[src/rtl/priority_arbiter.sv]
// priority_arbiter: shares one downstream resource among N requesters.
// Each arbitration picks a winner either by fixed priority (highest index wins) or by
// rotating round-robin priority. The grant is held until the owner drops its request,
// pulses done, or the hold limit of MAX_HOLD cycles expires.
//
// Ports
//   clk        rising-edge clock
//   rst        synchronous reset, active-high
//   mode       0 = fixed priority, 1 = round-robin (sampled only while arbitrating)
//   req        level-sensitive request vector
//   done       owner release strobe (ignored while idle)
//   gnt        registered one-hot grant
//   gnt_id     index of the granted requester, 0 when no grant
//   gnt_valid  grant active (equals |gnt)
//   timeout    one-cycle pulse when a grant is revoked solely by the hold limit
module priority_arbiter #(
  parameter int unsigned N        = 8,
  parameter int unsigned IDW      = 3,
  parameter int unsigned MAX_HOLD = 15
) (
  input  logic           clk,
  input  logic           rst,
  input  logic           mode,
  input  logic [N-1:0]   req,
  input  logic           done,
  output logic [N-1:0]   gnt,
  output logic [IDW-1:0] gnt_id,
  output logic           gnt_valid,
  output logic           timeout
);

  localparam int unsigned CW = (MAX_HOLD > 2) ? $clog2(MAX_HOLD) : 1;

  typedef enum logic [0:0] {StIdle, StGrant} state_e;

  state_e         state_q;
  logic [CW-1:0]  hold_cnt_q;
  logic [IDW-1:0] ptr_q;

  logic [IDW-1:0] win;
  logic           at_limit;
  logic           owner_req;
  logic           release_now;

  // Search starts at ptr (round-robin) or N-1 (fixed) and walks downward with wrap;
  // the first set request wins.
  always_comb begin : sel
    int start;
    int j;
    logic found;
    win   = '0;
    found = 1'b0;
    start = mode ? int'(ptr_q) : int'(N) - 1;
    for (int k = 0; k < int'(N); k++) begin
      j = (start >= k) ? (start - k) : (start + int'(N) - k);
      if (!found && req[j]) begin
        win   = IDW'(j);
        found = 1'b1;
      end
    end
  end

  assign at_limit    = (hold_cnt_q == CW'(MAX_HOLD - 1));
  assign owner_req   = req[gnt_id];
  assign release_now = done || !owner_req || at_limit;

  always_ff @(posedge clk) begin
    if (rst) begin
      state_q    <= StIdle;
      gnt        <= '0;
      gnt_id     <= '0;
      gnt_valid  <= 1'b0;
      timeout    <= 1'b0;
      hold_cnt_q <= '0;
      ptr_q      <= IDW'(N - 1);
    end else begin
      case (state_q)
        StIdle: begin
          timeout <= 1'b0;
          if (|req) begin
            gnt        <= {{(N-1){1'b0}}, 1'b1} << win;
            gnt_id     <= win;
            gnt_valid  <= 1'b1;
            hold_cnt_q <= '0;
            state_q    <= StGrant;
          end
        end
        StGrant: begin
          // An unknown owner request resolves to "keep holding", so outputs stay known.
          if (release_now) begin
            gnt       <= '0;
            gnt_id    <= '0;
            gnt_valid <= 1'b0;
            state_q   <= StIdle;
            ptr_q     <= (gnt_id == '0) ? IDW'(N - 1) : gnt_id - 1'b1;
            // A coincident done or dropped request makes this a normal release.
            if (done || !owner_req) begin
              timeout <= 1'b0;
            end else begin
              timeout <= at_limit;
            end
          end else begin
            hold_cnt_q <= hold_cnt_q + 1'b1;
            timeout    <= 1'b0;
          end
        end
        default: begin
          state_q <= StIdle;
        end
      endcase
    end
  end

endmodule

[config.mk]
export PLATFORM = sky130hd
export DESIGN_NAME = priority_arbiter
export DESIGN_NICKNAME = d
export VERILOG_FILES = /design/src/rtl/priority_arbiter.sv
export SDC_FILE = /design/constraint.sdc
export NUM_CORES = 1
export LEC_CHECK = 0
export ABC_AREA = 1
export CAP_MARGIN = 20
export CORE_ASPECT_RATIO = 0.9
export CORE_MARGIN = 2
export CORE_UTILIZATION = 25
export DETAILED_ROUTE_END_ITERATION = 12
export GPL_TIMING_DRIVEN = 0
export PLACE_DENSITY = 0.46
export SETUP_SLACK_MARGIN = 0.05
export SLEW_MARGIN = 15
export SYNTH_ARGS = -nofsm -noshare
export SYNTH_HDL_FRONTEND = slang
export SYNTH_SLANG_ARGS = --single-unit
[constraint.sdc]
create_clock -name clk -period 5.58 [get_ports clk]
set_clock_uncertainty 0.05 [all_clocks]
set_input_delay 0.837 -clock clk [delete_from_list [all_inputs] [get_ports clk]]
set_output_delay 0.837 -clock clk [all_outputs]
set_load 0.01 [all_outputs]
# After elaboration in Yosys (flattened, before gate mapping)
# Index checks and enable logic that the tools add are counted.
# word_totals
ff_bits,21
input_bits,12
elab_cells,138
# op_classes
add_sub_neg,17
magnitude_cmp,17
n_eq_ne,4
n_shift,1
muxes,69
bitwise_logic,1
n_reduce_logical,22
# op_table
operator,n
< comparator 32 x 5 -> 1 bit (second input constant),8
two-way mux 32 bit,8
subtractor 32 x 4 -> 32 bit (second input constant),3
subtractor 32 x 3 -> 32 bit (second input constant),2
two-way mux 3 bit,12
subtractor 32 x 2 -> 32 bit (second input constant),1
two-way mux 1 bit,30
binary-select mux 1 bit (select 3 bit),9
two-way mux 8 bit,2
case mux 8 bit (2 select lines),1
subtractor 3 x 3 -> 4 bit (second input constant),4
>= comparator 3 bit (second input constant),4
logical NOT 1 bit,8
two-way mux 4 bit,2
case mux 4 bit (2 select lines),1
OR reduction 8 bit,1
left shift 1 x 3 -> 8 bit (first input constant),1
subtractor 3 x 2 -> 4 bit (second input constant),2
logical AND 1 bit,7
>= comparator 3 x 1 -> 1 bit (second input constant),2
>= comparator 3 x 2 -> 1 bit (second input constant),2
case mux 1 bit (2 select lines),3
case mux 3 bit (2 select lines),1
AND reduction 2 bit,3
12 further kinds,14

# Longest topological paths before layout
# Gate-level depths: netlist (run 1).
# depth
word_depth,31
depth_mapped,23
ltp_nobuf,22

# Worst setup path before layout (run 1)
# No wires, ideal clock.
# synth_path
path_kind,input -> register
start,input mode
end,register gnt[6]
setup_time_ns,0.128
t_arrival_ns,2.679
path_slack_ns,2.723
path_stages,18
n_path_buf,2
path_cell_list,nand2_2 -> buf_6 -> ha_1 -> buf_2 -> inv_1 -> nand3_1 -> nand2_1 -> nor2_1 -> nor2_2 -> nand4_2 -> nor2_4 -> nand3_1 -> nand2_2 -> nand2_2 -> nand2_2 -> nor2_1 -> nor2_1 -> nor2_1
# synth_between
elab_chain_len,31
# synth_rtl
item,line_no,rtl
"start, declared",23,"input logic mode,"
two-way mux 3 bit *,53,start = mode ? int'(ptr_q) : int'(N) - 1;
"parallel branches: the longest is 26 deep, another holds subtractor 32 x 2 -> 32 bit",--,
two-way mux 3 bit *,56,if (!found && req[j]) begin
left shift 1 x 3 -> 8 bit *,81,"gnt <= {{(N-1){1'b0}}, 1'b1} << win;"
two-way mux 8 bit *,80,if (|req) begin
case mux 8 bit (2 select lines) *,77,case (state_q)
"end signal, assigned",81,
"end, declared",26,"output logic [N-1:0] gnt,"
# Every way passes the cells marked *. The select of a mux whose other input is x is not followed.
# A chain may end at the register's enable or synchronous reset.

# Final worst setup path (run 1)
# Ends and elaborated chain as after synthesis.

==> results of run 1 <==
[state kept, by name, indices dropped and copies added (netlist names)]
register,cells
timeout,1
gnt,8
gnt_id,3
hold_cnt_q,4
ptr_q,3
gnt_valid,1
state_q,1
[kinds of logic (layout without fill, tap and decap cells)]
family,after synthesis,after routing,synth area share (%)
xor gates and xnor gates,1,1,0.857
AOI/OAI and AO/OA,33,33,9.75
buffers and inverters,46,74,9.95
adders and majority gates,6,6,3.95
DFF,21,21,22.1
and+or+nand+nor,207,207,53.4
[metal layers]
layer | part of all wire, % | vias up | GRT usage (%)
li1 | - | 1087 | -
met4 | 0.19 | 0 | 1.43
met1 | 54 | 903 | 20.2
met5 | 0 | - | 0
met3 | 3.5 | 2 | 2.26
met2 | 42 | 38 | 19.8
[cell usage in the layout, fill, tap and decap left out, drive strengths merged, types with 5 or more instances in the layout]
cell type / instances
a21oi: 18
clkbuf: 5
clkdlybuf4s50: 24
dfxtp: 21
ha: 6
inv: 42
nand2: 91
nand3: 61
nand4: 6
nor2: 40
nor3: 5
o21ai: 9
[through the flow]
step	total power, mW	instance area (um^2)	hold slack, ns	worst slack [ns]	utilization [%]
floorplan	0.321	1900	0.397	2.72	-
global route	0.522	2300	0.431	1.63	30.9
global placement	0.386	2260	0.410	1.62	30.3
CTS	0.484	2300	0.422	1.91	30.9
detailed placement	0.384	2260	0.410	1.64	30.3
finish	0.480	2300	0.417	1.87	30.9
[report_power, final]
group	total [mW]	leakage, nW	switching [mW]	internal [mW]
Combinational	0.208	0.861	0.133	0.0751
Clock	0.0980	0.0228	0.0472	0.0508
Sequential	0.174	0.172	0.0119	0.162
Total	0.480	1.06	0.192	0.288
[how the worst max path moves through the flow]
stage | from | to | slack (ns)
floorplan | mode | gnt[6] | 2.72
global placement | mode | gnt[4] | 1.62
detailed placement | mode | gnt[6] | 1.64
CTS | mode | gnt[6] | 1.91
global route | mode | gnt[6] | 1.63
finish | mode | gnt[6] | 1.87
[Yosys cell counts (all sizes together)]
library cell / count / area share (%)
o211ai: 2 / 0.79
a41oi: 2 / 0.92
dfxtp: 21 / 22
o22ai: 1 / 0.33
nor2: 40 / 10
o21ai: 9 / 2.6
nand2: 91 / 21
and3: 1 / 0.33
nor3: 5 / 1.3
or2: 1 / 0.33
nor4: 2 / 0.66
a21o: 1 / 0.40
buf: 3 / 1.4
nand3: 61 / 17
ha: 6 / 4.0
nand4: 6 / 2.3
clkbuf: 1 / 0.20
a21oi: 18 / 4.7
xor2: 1 / 0.86
inv: 42 / 8.3
[area by class of cell]
type                            instances  area [um^2]
Fill cell                             839         5160
Multi-Input combinational cell        247         1290
Sequential cell                        21          420
Timing Repair Buffer                   24          240
Inverter                               42          158
Tap cell                               96          120
Clock buffer                            4         45.0
Buffer                                  4         31.3
[worst min-delay path, cell delays in order, from the launching register on]
cell and delay (ns):
dfxtp_1 0.31, nand2_1 0.06, a21oi_1 0.05
==> impl_results.md, run 1 <==
* N_diodes at 0
* Hold Crit Class: register to register
* Routed WL at roughly 5200 um
* Horiz. Die Dim at 95.9 um
* Worst reg-to-reg path cell count at 18
* Nets@finish at 361
* Worst path top cell family by delay: buffers and inverters
* Initial DRC count at 148
* Min-delay src: gnt[4]
* Clock buffer depth at 2
* WL/cell at approximately 12 um
* Max Cap Viol at 0
* Number of H-tree levels at 1
* Crit. End Element: register
* Final min period at roughly 3.7 ns
* Pleak at 1.06 nW
* Initial antenna violation count at 0
* Power Dens Cells at 208 nW/um^2
* Die area at 8310 um^2
* Number of synthesized register bits at 21
* CTS resizes at 0
* Worst path buffer plus inverter count at 5
* DRC at 0
* CTS tree: yes
* Post-route ant nets at 0
* Cell variety after synth at 30
* First-pass DRT Iterations at 4
* HPWL Detailed at 4280 um
* Slew @ Worst Pin at 0.551 ns
* Most common cell on crit path: nor2_1
* Syn avg cell area at 6.05 um^2
* Pin count of the biggest net entering global routing at 12
* FF-to-FF Start: ptr_q[0]
* Die Y at around 87 um
* CP required at between 5 and 6 ns
* Slowest cell on crit path: clkdlybuf4s50_1
* Cell chain of the critical path: clkdlybuf4s50_1 > buf_6 > nand2_4 > ha_1 > buf_2 > inv_1 > nand3_1 > a21oi_1 > a21oi_1 > inv_1 > nor2_4 > nand3_1 > nand3_1 > nor2_1 > nand2_1 > nor2_1 > nor2_1 > nor2_1
* Setup Fix Bufs, Post-CTS at 0
* Vias in the first global route at 1801
* Crit-path max cell delay at about 0.57 ns
* Total track usage at 13.2%
* Vias at slightly above 2000
* Final RePlAce weighted congestion at 0.864
* Aggregate global routing overflow at 0
* Hold Path End: gnt[4]
* RSZ-0062 raised after global routing: no
* IO Count at 25
* Synth Warn # at 0
* CP Max Fanout at 10
* Final hold violations at 0
* Clock buffer count from CTS at 3
* Rows at 30
* Setup CP Type: input pin to register
* First-pass GRT wire length at between 8000 and 9000 um
* Period utilization at 66.4%
* Setup-failing EPs final at 0
* R2R setup slack at 2.61 ns
* CTS clk-pin slew, worst paths at 0.08 ns
* Via density at 4.63
* Mapped Cells at 314
* Fmax at 270 MHz
* Clk root buf: clkbuf_8
* Status: complete, no violations
* Area delta synth->final at 21.3%
* RR Endpoint: gnt[6]
* Synthesized Nets at 332
* Post-synthesis sequential area ratio at between 20 and 25%
* Clock sinks at 21
* Starting density of the core at between 20% and 30%
* Core ar. at 7470 um^2
* Peak VDD IR at between 0.08 and 0.09 mV
* Setup TNS Final at 0 ns
* Cts hold-fix bufs at 0
* IO buf count at 24
* Share of cells above drive strength 1 at a little over an eighth
* Placed Cells at around 430
* Slew Viols, Final at 0
* Startpoint Class: input pin
* Crit. path cell count at 18
* Relative slew slack at 63.2%
* Skew-Pair Late Insertion Delay at between 0.2 and 0.3 ns
* Worst EP arrival at 3.86 ns
* Worst hold path cell count at 2
* Post-synth design cell area at 1900 um^2
* Final cell count without fillers at between 400 and 500
Note: power is estimated with default switching activity, not from simulation.
==> run 2: changes to the inputs <==
==> constraint.sdc (replaced) <==
create_clock -name clk -period 3.55 [get_ports clk]
set_clock_uncertainty 0.05 [all_clocks]
set_input_delay 0.5325 -clock clk [delete_from_list [all_inputs] [get_ports clk]]
set_output_delay 0.5325 -clock clk [all_outputs]
set_load 0.01 [all_outputs]
==> run 2 against run 1 <==
Net effect:
- flip-flop and latch count did not move
- routed wire length is 0.12% higher
- global-route usage is the same
- first-iteration DRC count down 16%
- power up 58%
- sequential power is 57% higher
- critical path depth rose by 1
- via count is 0.25% lower
- critical endpoint is now gnt[3]
- highest routed layer unchanged
==> impl_results.md, run 2 (synthesis results as in run 1) <==
* Status: complete, no violations
* Max reg flops at 8 (unchanged)
* CP Max Fanout at 10 (unchanged)
* CTS clk-pin slew, worst paths at 0.08 ns (about the same)
* First-pass GRT wire length at 8780 um (unchanged)
* Area delta synth->final at 21.9%
* RSZ-0062 raised after global routing: yes
* Final min period at 3.28 ns
* Period utilization at 92.3%
* Power Dens Cells at 327 nW/um^2 (+57%)
* Clock buffer count from CTS at 3 (unchanged)
* WL/cell at 11.8 um (+0.12%)
* Max Cap Viol at 0 (unchanged)
* Starting density of the core at 25.4% (unchanged)
* Crit. End Element: register
* Clock sinks at 21 (unchanged)
* Min Hold Slack at 0.417 ns (-0.00000300 ns)
* Post-route ant nets at 0 (unchanged)
* Fmax at 305 MHz
* Aggregate global routing overflow at 0 (unchanged)
* Pint at 453 uW (+58%)
* Nets@finish at 361 (unchanged)
* Slew Viols, Final at 0 (unchanged)
* HPWL Detailed at 4280 um (unchanged)
* Cts hold-fix bufs at 0 (unchanged)
* CP required at 3.69 ns (-2.04 ns)
* Pleak at 1.06 nW (about the same)
* Commonest non-fill, non-tap cell in the layout: nand2_1
* R2R setup slack at 0.72 ns (-1.89 ns)
* Biggest register: gnt
* IO buf count at 24 (unchanged)
* Share of cells above drive strength 1 at 14.9% (+1.2 points)
* Vias at 2025 (-0.25%)
* Hold Crit Class: register to register
* Slew @ Worst Pin at 0.551 ns (+0.000340 ns)
* Horiz. Die Dim at 95.9 um (unchanged)
* Via density at 4.62 (-0.25%)
* Sw frac at 40.1% (+0.15 points)
* Clock network fraction of design power at 20.5% (about the same)
* Vias in the first global route at 1801 (unchanged)
* Rows at 30 (unchanged)
* Logic pwr share at 43.4% (about the same)
* DRC at 0 (unchanged)
* Total track usage at 13.2% (unchanged)
* Final hold violations at 0 (unchanged)
* Initial DRC count at 124 (-16%)
* N_diodes at 0 (unchanged)
* Skew-Pair Late Insertion Delay at 0.26 ns (about the same)
* Final cell count without fillers at 438 (unchanged)
* Setup CP Type: input pin to register
* Top Registers: gnt (8), hold_cnt_q (4)
* Core ar. at 7470 um^2 (unchanged)
* CTS tree: yes
* Clock buffer depth at 2 (unchanged)
* Setup-failing EPs final at 0 (unchanged)
* Number of H-tree levels at 1 (unchanged)
* Register share of total power at 36.1% (-0.2 points)
* First-pass DRT Iterations at 4 (unchanged)
* Peak VDD IR at 0.135 mV (+57%)
* Placed Cells at 434 (unchanged)
* Most frequent cells in the layout: nand2_1, nand3_1, inv_1
* Routed WL at 5190 um (+0.12%)
* Final RePlAce weighted congestion at 0.864 (unchanged)
* IO Count at 25 (unchanged)
* Worst EP arrival at 3.42 ns (-0.44 ns)
* Clk root buf: clkbuf_8
* Switch Pwr at 304 uW (+59%)
* Die area at 8310 um^2 (unchanged)
* Relative slew slack at 63.1% (about the same)
* Startpoint Class: input pin
* Setup TNS Final at 0 ns (unchanged)
* Initial antenna violation count at 0 (unchanged)
* Die Y at 86.7 um (unchanged)
* Pin count of the biggest net entering global routing at 12 (unchanged)
-- run 2: worst paths after layout --
check           start     end  depth (start not counted)
min            gnt[4]  gnt[4]                          2
max reg2reg  ptr_q[0]  gnt[3]                         19
min reg2reg    gnt[4]  gnt[4]                          2
max              mode  gnt[3]                         19
-- run 2: timing repair --
action | in CTS | in global routing
gates resized for setup | 0 | 4
endpoints found under the setup margin | 0 | 9
buffers inserted | 0 | 0
-- run 2: area by class of cell --
| cell class | instances | area (um^2) |
|---|---|---|
| timing repair buffer | 24 | 240 |
| fill | 835 | 5150 |
| sequential | 21 | 420 |
| tap | 96 | 120 |
| buffer | 4 | 31.3 |
| clock buffer | 4 | 45.0 |
| inverter | 42 | 158 |
| multi-input combinational | 247 | 1300 |
-- run 2: power by group through the flow --
stage                     clock, mW  sequential, mW  combinational (mW)
final                         0.155           0.273               0.329
after CTS                     0.161           0.274               0.327
after global placement            0           0.279               0.327
after floorplan                   0           0.280               0.224
after detailed placement          0           0.279               0.325
after global routing          0.173           0.276               0.374
-- run 2: metal layers --
| layer | GRT usage (%) | wire length (um) | vias to the layer above |
|---|---|---|---|
| li1 | - | - | 1086 |
| met1 | 20.2 | 2700 | 892 |
| met2 | 19.8 | 2210 | 45 |
| met3 | 2.26 | 271 | 2 |
| met4 | 1.43 | 10 | 0 |
| met5 | 0 | 0 | - |
-- run 2: critical path, cell delays in order --
cell and delay, ns:
clkdlybuf4s50_1 0.57, buf_6 0.19, nand2_4 0.11, ha_1 0.28, buf_2 0.21, inv_2 0.10, nand3_1 0.14, nand2_1 0.08
nand2_1 0.09, nand2_1 0.11, nor2_4 0.13, nand4_2 0.11, nor2_4 0.15, nand4_1 0.12, nand3_1 0.16, nand2_1 0.08
inv_1 0.06, nand2_1 0.07, a21oi_1 0.12
-- run 2: stage by stage --
stage | instance area (um^2) | power, mW | setup WS (ns) | util, %
after floorplan | 1900 | 0.504 | 0.998 | -
after global placement | 2260 | 0.606 | -0.107 | 30.3
after detailed placement | 2260 | 0.604 | -0.0872 | 30.3
after CTS | 2300 | 0.761 | 0.185 | 30.9
after global routing | 2310 | 0.824 | 0.0475 | 31.0
final | 2310 | 0.757 | 0.273 | 31.0
